[config.mk]
export PLATFORM = sky130hd
export DESIGN_NAME = ysyx_23060020_ifu
export DESIGN_NICKNAME = d
export VERILOG_FILES = /design/src/rtl/ysyx_23060020_ifu.sv
export SDC_FILE = /design/constraint.sdc
export NUM_CORES = 1
export LEC_CHECK = 0
export CORE_UTILIZATION = 40
export DETAILED_ROUTE_END_ITERATION = 16
export PLACE_DENSITY = 0.76
export SYNTH_ARGS = -nofsm -noshare
export SYNTH_HDL_FRONTEND = slang
export SYNTH_SLANG_ARGS = --single-unit
[constraint.sdc]
create_clock -name clk -period 1.53 [get_ports clk]
set_input_delay 0.153 -clock clk [delete_from_list [all_inputs] [get_ports clk]]
set_output_delay 0.153 -clock clk [all_outputs]
set_load 0.02 [all_outputs]
[src/rtl/ysyx_23060020_ifu.sv]
// Instruction fetch unit: issues one AXI-lite-style read at a time, hands the
// returned word to the execute stage, then waits for the next fetch address.
module ysyx_23060020_ifu #(
  parameter logic [31:0] RESET_PC = 32'h8000_0000
) (
  input  logic        clk,
  input  logic        rst,
  output logic        mem_arvalid,
  output logic [31:0] mem_araddr,
  input  logic        mem_arready,
  input  logic        mem_rvalid,
  input  logic [31:0] mem_rdata,
  input  logic [1:0]  mem_rresp,
  output logic        mem_rready,
  output logic        inst_valid,
  output logic [31:0] inst,
  output logic [31:0] inst_pc,
  input  logic        inst_ready,
  input  logic        next_pc_valid,
  input  logic [31:0] next_pc,
  output logic        fetch_err,
  output logic        halted,
  output logic [31:0] fetch_cnt
);

  localparam logic [31:0] EBREAK = 32'h0010_0073;

  typedef enum logic [2:0] {
    IDLE,
    FETCH,
    WAIT_R,
    OUT,
    WAIT_PC,
    HALT,
    ERR
  } state_e;

  state_e      state_q, state_d;
  logic [31:0] pc_q, pc_d;
  logic [31:0] inst_q, inst_d;
  logic [31:0] inst_pc_q, inst_pc_d;
  logic [31:0] fetch_cnt_q, fetch_cnt_d;

  // NOTE: every variable gets its hold value first so no path through the
  // case statement can leave one unassigned and infer a latch.
  always_comb begin
    state_d     = state_q;
    pc_d        = pc_q;
    inst_d      = inst_q;
    inst_pc_d   = inst_pc_q;
    fetch_cnt_d = fetch_cnt_q;

    unique case (state_q)
      IDLE: begin
        state_d = FETCH;
        pc_d    = RESET_PC;
      end
      FETCH: begin
        if (mem_arready) state_d = WAIT_R;
      end
      WAIT_R: begin
        if (mem_rvalid) begin
          if (mem_rresp == 2'b00) begin
            inst_d    = mem_rdata;
            inst_pc_d = pc_q;
            state_d   = OUT;
          end else begin
            state_d = ERR;
          end
        end
      end
      OUT: begin
        if (inst_ready) begin
          fetch_cnt_d = fetch_cnt_q + 32'd1;
          state_d     = (inst_q == EBREAK) ? HALT : WAIT_PC;
        end
      end
      WAIT_PC: begin
        if (next_pc_valid) begin
          if (next_pc[1:0] == 2'b00) begin
            pc_d    = next_pc;
            state_d = FETCH;
          end else begin
            state_d = ERR;
          end
        end
      end
      HALT:    state_d = HALT;
      ERR:     state_d = ERR;
      default: state_d = ERR;
    endcase
  end

  // NOTE: state registers use non-blocking assignments so every flop samples
  // the pre-edge value of every other flop, independent of block ordering.
  always_ff @(posedge clk or negedge rst) begin
    if (!rst) begin
      state_q     <= IDLE;
      pc_q        <= RESET_PC;
      inst_q      <= '0;
      inst_pc_q   <= '0;
      fetch_cnt_q <= '0;
    end else begin
      state_q     <= state_d;
      pc_q        <= pc_d;
      inst_q      <= inst_d;
      inst_pc_q   <= inst_pc_d;
      fetch_cnt_q <= fetch_cnt_d;
    end
  end

  // All outputs are pure functions of registered state, so none of them can
  // combinationally depend on a handshake input.
  assign mem_arvalid = (state_q == FETCH);
  assign mem_araddr  = pc_q;
  assign mem_rready  = (state_q == WAIT_R);
  assign inst_valid  = (state_q == OUT);
  assign inst        = inst_q;
  assign inst_pc     = inst_pc_q;
  assign fetch_err   = (state_q == ERR);
  assign halted      = (state_q == HALT);
  assign fetch_cnt   = fetch_cnt_q;

endmodule

* Word level (Yosys, flattened, before mapping) *
Index checks and enable logic that the tools add are counted.

cells by class
  $add $sub $neg = 1
  eq/ne operators = 12
  muxes and demuxes = 11
  reductions and logical operators = 8

operators by type and width
  operator                 count
  $mux W32                 2
  $pmux W32 S2             1
  $add A32 B1 Y32 const B  1
  $eq A32 B21 Y1 const B   1
  $mux W3                  6
  $pmux W3 S6              1
  $eq A3 B3 Y1 const B     3
  $eq A3 B2 Y1 const B     2
  $ne A2 B2 Y1 const B     3
  $reduce_and A3 Y1        2
  $logic_not A2 Y1         2
  $ne A2 B1 Y1 const B     2
  $reduce_and A4 Y1        1
  $eq A3 B1 Y1 const B     1
  $logic_not A3 Y1         1
  $reduce_and A2 Y1        1
  $reduce_bool A2 Y1       1
  $mux W1                  1

storage, ports and cells
  register bits after elaboration = 131
  input bits = 72
  output and inout port bits = 133
  logic and storage cells = 37

* Depth between registers and ports, before layout *
  word-level depth = 4
  depth in mapped cells = 6
  gate-level depth less buffers = 5

* Least setup slack after synthesis *
Ideal clock, no wire load.

  path type = register to register
  start point = register state_q[0]
  end point = register inst_q[2] (netlist: inst[2])
  setup time = 0.128 ns
  arrival = 1.586 ns
  data required time = 1.402 ns
  setup slack = -0.183 ns
  stages on the path, launching flop included = 6
  path buffers = 2
  clock period less this slack = 1.713 ns
  cell sequence = dfrtp_1 nor3b_2 nand3_1 buf_4 buf_4 mux2_1

between the ends
  longest elaborated chain between the ends = 2

ends and longest elaborated chain
  element                      RTL line  text
  start, declared              38        state_e state_q, state_d;
  start signal, assigned       104       state_q <= state_d;
  $eq A3 B2 Y1                 n/a
  net mem_rready               14        output logic mem_rready,
  $reduce_and A3 Y1 (no line)  n/a
  end signal, assigned         106       inst_q <= inst_d;
  end, declared                40        logic [31:0] inst_q, inst_d;

The timed path passes the listed nets, and every way through them passes these cells.
A chain may end at the register's enable or synchronous reset.

* Worst setup path in the final report *
  start point = register state_q[2]
  end point = register fetch_cnt_q[22] (netlist: fetch_cnt[22])

between the ends
  longest elaborated chain between the ends = 2

ends and longest elaborated chain
  element                      RTL line  text
  $eq A3 B2 Y1                 53        unique case (state_q)
  $reduce_and A2 Y1 (no line)  n/a
  end signal, assigned         108       fetch_cnt_q <= fetch_cnt_d;
  end, declared                42        logic [31:0] fetch_cnt_q, fetch_cnt_d;

Every way passes these cells.

==> impl_metrics.py <==
metrics = {
    "power_and_ir_drop": {
        "peakVddDrop_mv": 0.736,
        "power_density_nw_per_um2": 1100,
        "leakagePower_uw": 0.00512,
    },
    "die": {
        "initial_utilization": 0.411,
        "die_x_um": 119,
        "dieArea_sq_um": 14100,
        "io_pins": 205,
        "rows": 42,
        "coreArea_sq_um": 13300,
        "die_h_um": 119,
    },
    "synthesis": {
        "ys_warn_count": 0,
        "synthCells": 390,
        "synth_edf_count": 0,
        "synthArstFlopShare": 1.00,
        "synth_cell_types": 46,
        "avgSynthCellArea_sq_um": 14.0,
        "ys.flop_type": "dfrtp_1",
        "ys_ff_latch": 131,
        "syn-cell-area_sq_um": 5470,
        "yosysSeqAreaShare": 0.600,
        "synth_area_leader_cell": "dfrtp_1",
        "synth.net_count": 463,
        "synth_area_leaders": "dfrtp_1, mux2_1, a22o_1",
        "synth_top_area_frac": 0.595,
    },
    "timing": {
        "rsz0062_at_grt": "true",
        "skew_ps": 10.1,
        "setup_viol": 113,
        "setup_ws_ps": -151,
        "fmax_ghz": 0.595,
        "drv_slew": 0,
        "fin_crit_sh": 1.10,
        "hold_viol": 0,
        "maxSlewHeadroom": 0.696,
        "holdWs_ps": 248,
        "tightest_slew_ps": 456,
        "period_needed_ps": 1680,
    },
    "run_status": {
        "status": "finished, violations left",
        "violations": "setup timing",
    },
    "critical_path": {
        "crit_start": "state_q[2]",
        "worst-path-buf-inv": 2,
        "critPathMaxStageDelay_ps": 420,
        "cp_slowest_cell": "dfrtp_1",
        "crit_path_max_fanout": 7,
        "cp.arrival_ps": 2010,
        "critical_path.startpoint_type": "register",
        "cp_top_family": "simple AND/OR/NAND/NOR gates",
        "worstSetupPathType": "reg2reg",
        "r2r-start": "state_q[2]",
        "endpoint_kind": "register",
        "path_cells": "buf_6 -> and4b_2 -> nand4_4 -> buf_12 -> nor3_4 -> xor2_1",
        "cp.required_ps": 1860,
    },
    "final_layout": {
        "instances_no_fill": 860,
        "drive_gt1_frac": 0.278,
        "layout_common_cells": "dfrtp_1, dlygate4sd2_1, clkdlybuf4s50_1",
        "diodes": 0,
        "layout.cells.most_common": "dfrtp_1",
        "final_area_sq_um": 9170,
        "nNetsFinal": 745,
        "area_growth_pct": 67.7,
    },
    "placement": {
        "pre_cts_ws_ps": -250,
        "gp_congestion": 0.769,
        "portBuffers": 204,
        "dp_hpwl_um": 10700,
        "place_inst": 814,
        "place_area_sq_um": 8220,
    },
    "global_routing": {
        "grtUsageTotal": 0.229,
        "grt_pass1_wl_um": 24900,
        "grt_start_max_net_pins": 49,
        "grt_overflow": 0,
        "grt_pass1_vias": 4775,
        "antenna_found_initial": 0,
    },
    "drt": {
        "num_vias": 4310,
        "drt_wl_total_um": 15500,
        "drt-pass1-iter-count": 4,
        "drt_iter0_markers": 129,
        "final_antenna_net_count": 0,
        "avgRoutedWirePerCell_um": 18.1,
        "viasPerCell": 5.01,
        "drc": 0,
    },
    "clock_network": {
        "cts.clk_slew.worst_paths_ps": 60,
        "clk_latency_ps": 420,
        "cts_tree": "built",
        "cts_made_buffers": 17,
        "htree_levels": 4,
        "numClockSinks": 131,
        "cts_buffer_depth": 2,
        "clock-root-buffer": "clkbuf_16",
    },
    "worst_hold_path": {
        "hold_path_class": "in2async",
    },
    "run": {
        "drv_cap": 0,
    },
}
-- layer usage --
metal | global-route usage | vias to the layer above | part of all wire
met4 | 0.0831 | 0 | 0.018
met2 | 0.393 | 159 | 0.51
li1 | - | 1977 | -
met3 | 0.0733 | 24 | 0.064
met5 | 0 | - | 0
met1 | 0.270 | 2150 | 0.41
-- synthesized netlist by cell type, types with 2 or more instances --
cell,instances
nor4_4,2
mux2_1,49
and3b_1,3
nand4_1,7
nor3_1,3
nand4_2,2
and2_1,6
nand2_1,15
inv_1,8
xor2_1,15
o31ai_1,3
nand3_1,13
xnor2_1,16
buf_2,5
or3b_1,4
clkbuf_1,5
buf_4,6
nor2_1,5
dfrtp_1,130
nor4b_1,2
nor3_2,9
a22o_1,29
buf_6,4
nor4_1,6
nor4bb_1,2
and3_1,3
mux2_2,15
and4_1,5
-- path summary, 6_finish.rpt --
kind                                  end  slack (ps)  depth (start not counted)
setup / recovery            fetch_cnt[22]        -150                          6
hold / removal                    inst[9]         250                          2
setup reg to reg            fetch_cnt[22]        -150                          6
max in group asynchronous    fetch_cnt[0]         740                          3
min in group clk           mem_araddr[31]         250                          3
hold reg to reg             fetch_cnt[31]         460                          1
-- sequential cells by signal (all words and copies together) (netlist names) --
signal      cells
fetch_cnt      32
inst           32
inst_pc        32
mem_araddr     32
state_q         3
-- stage by stage --
stage                     utilization  power, uW  setup TNS (ps)
after global routing            0.690      10500          -15540
final                           0.690      10100           -8450
after CTS                       0.678      10100           -8370
after detailed placement        0.618       6440          -18570
after global placement          0.618       6380          -14410
after floorplan                     -       5040           -2580
-- power breakdown --
group | internal (uW) | switching [uW] | total (uW) | leakage (uW)
clock network | 2510 | 1410 | 3920 | 0.000278
registers | 3860 | 298 | 4160 | 0.00178
logic | 987 | 1000 | 1990 | 0.00307
-- timing repair --
action,in CTS,in global routing
pin swaps,27,10
resized for setup,195,36
endpoints found under the setup margin,250,135
endpoints found under the hold margin,42,0
cloned,3,1
setup buffers,10,0
hold buffers,1,0
-- logic make-up after synthesis --
kind of cell	synth area share
buffers and inverters	0.0309
AOI/OAI and AO/OA	0.0627
adders and majority gates	0.00229
and+or+nand+nor	0.123
muxes	0.132
DFF	0.600
xor gates and xnor gates	0.0496
-- layout make-up --
cell class | count | area (sq um)
inverters | 8 | 30.0
clock inverters | 5 | 75.1
flip-flops and latches | 131 | 3280
well taps | 176 | 220
multi-input cells | 230 | 2330
repair buffers | 284 | 2750
clock buffers | 26 | 489
fillers | 985 | 4120
Power figures use the tool's default switching activity.
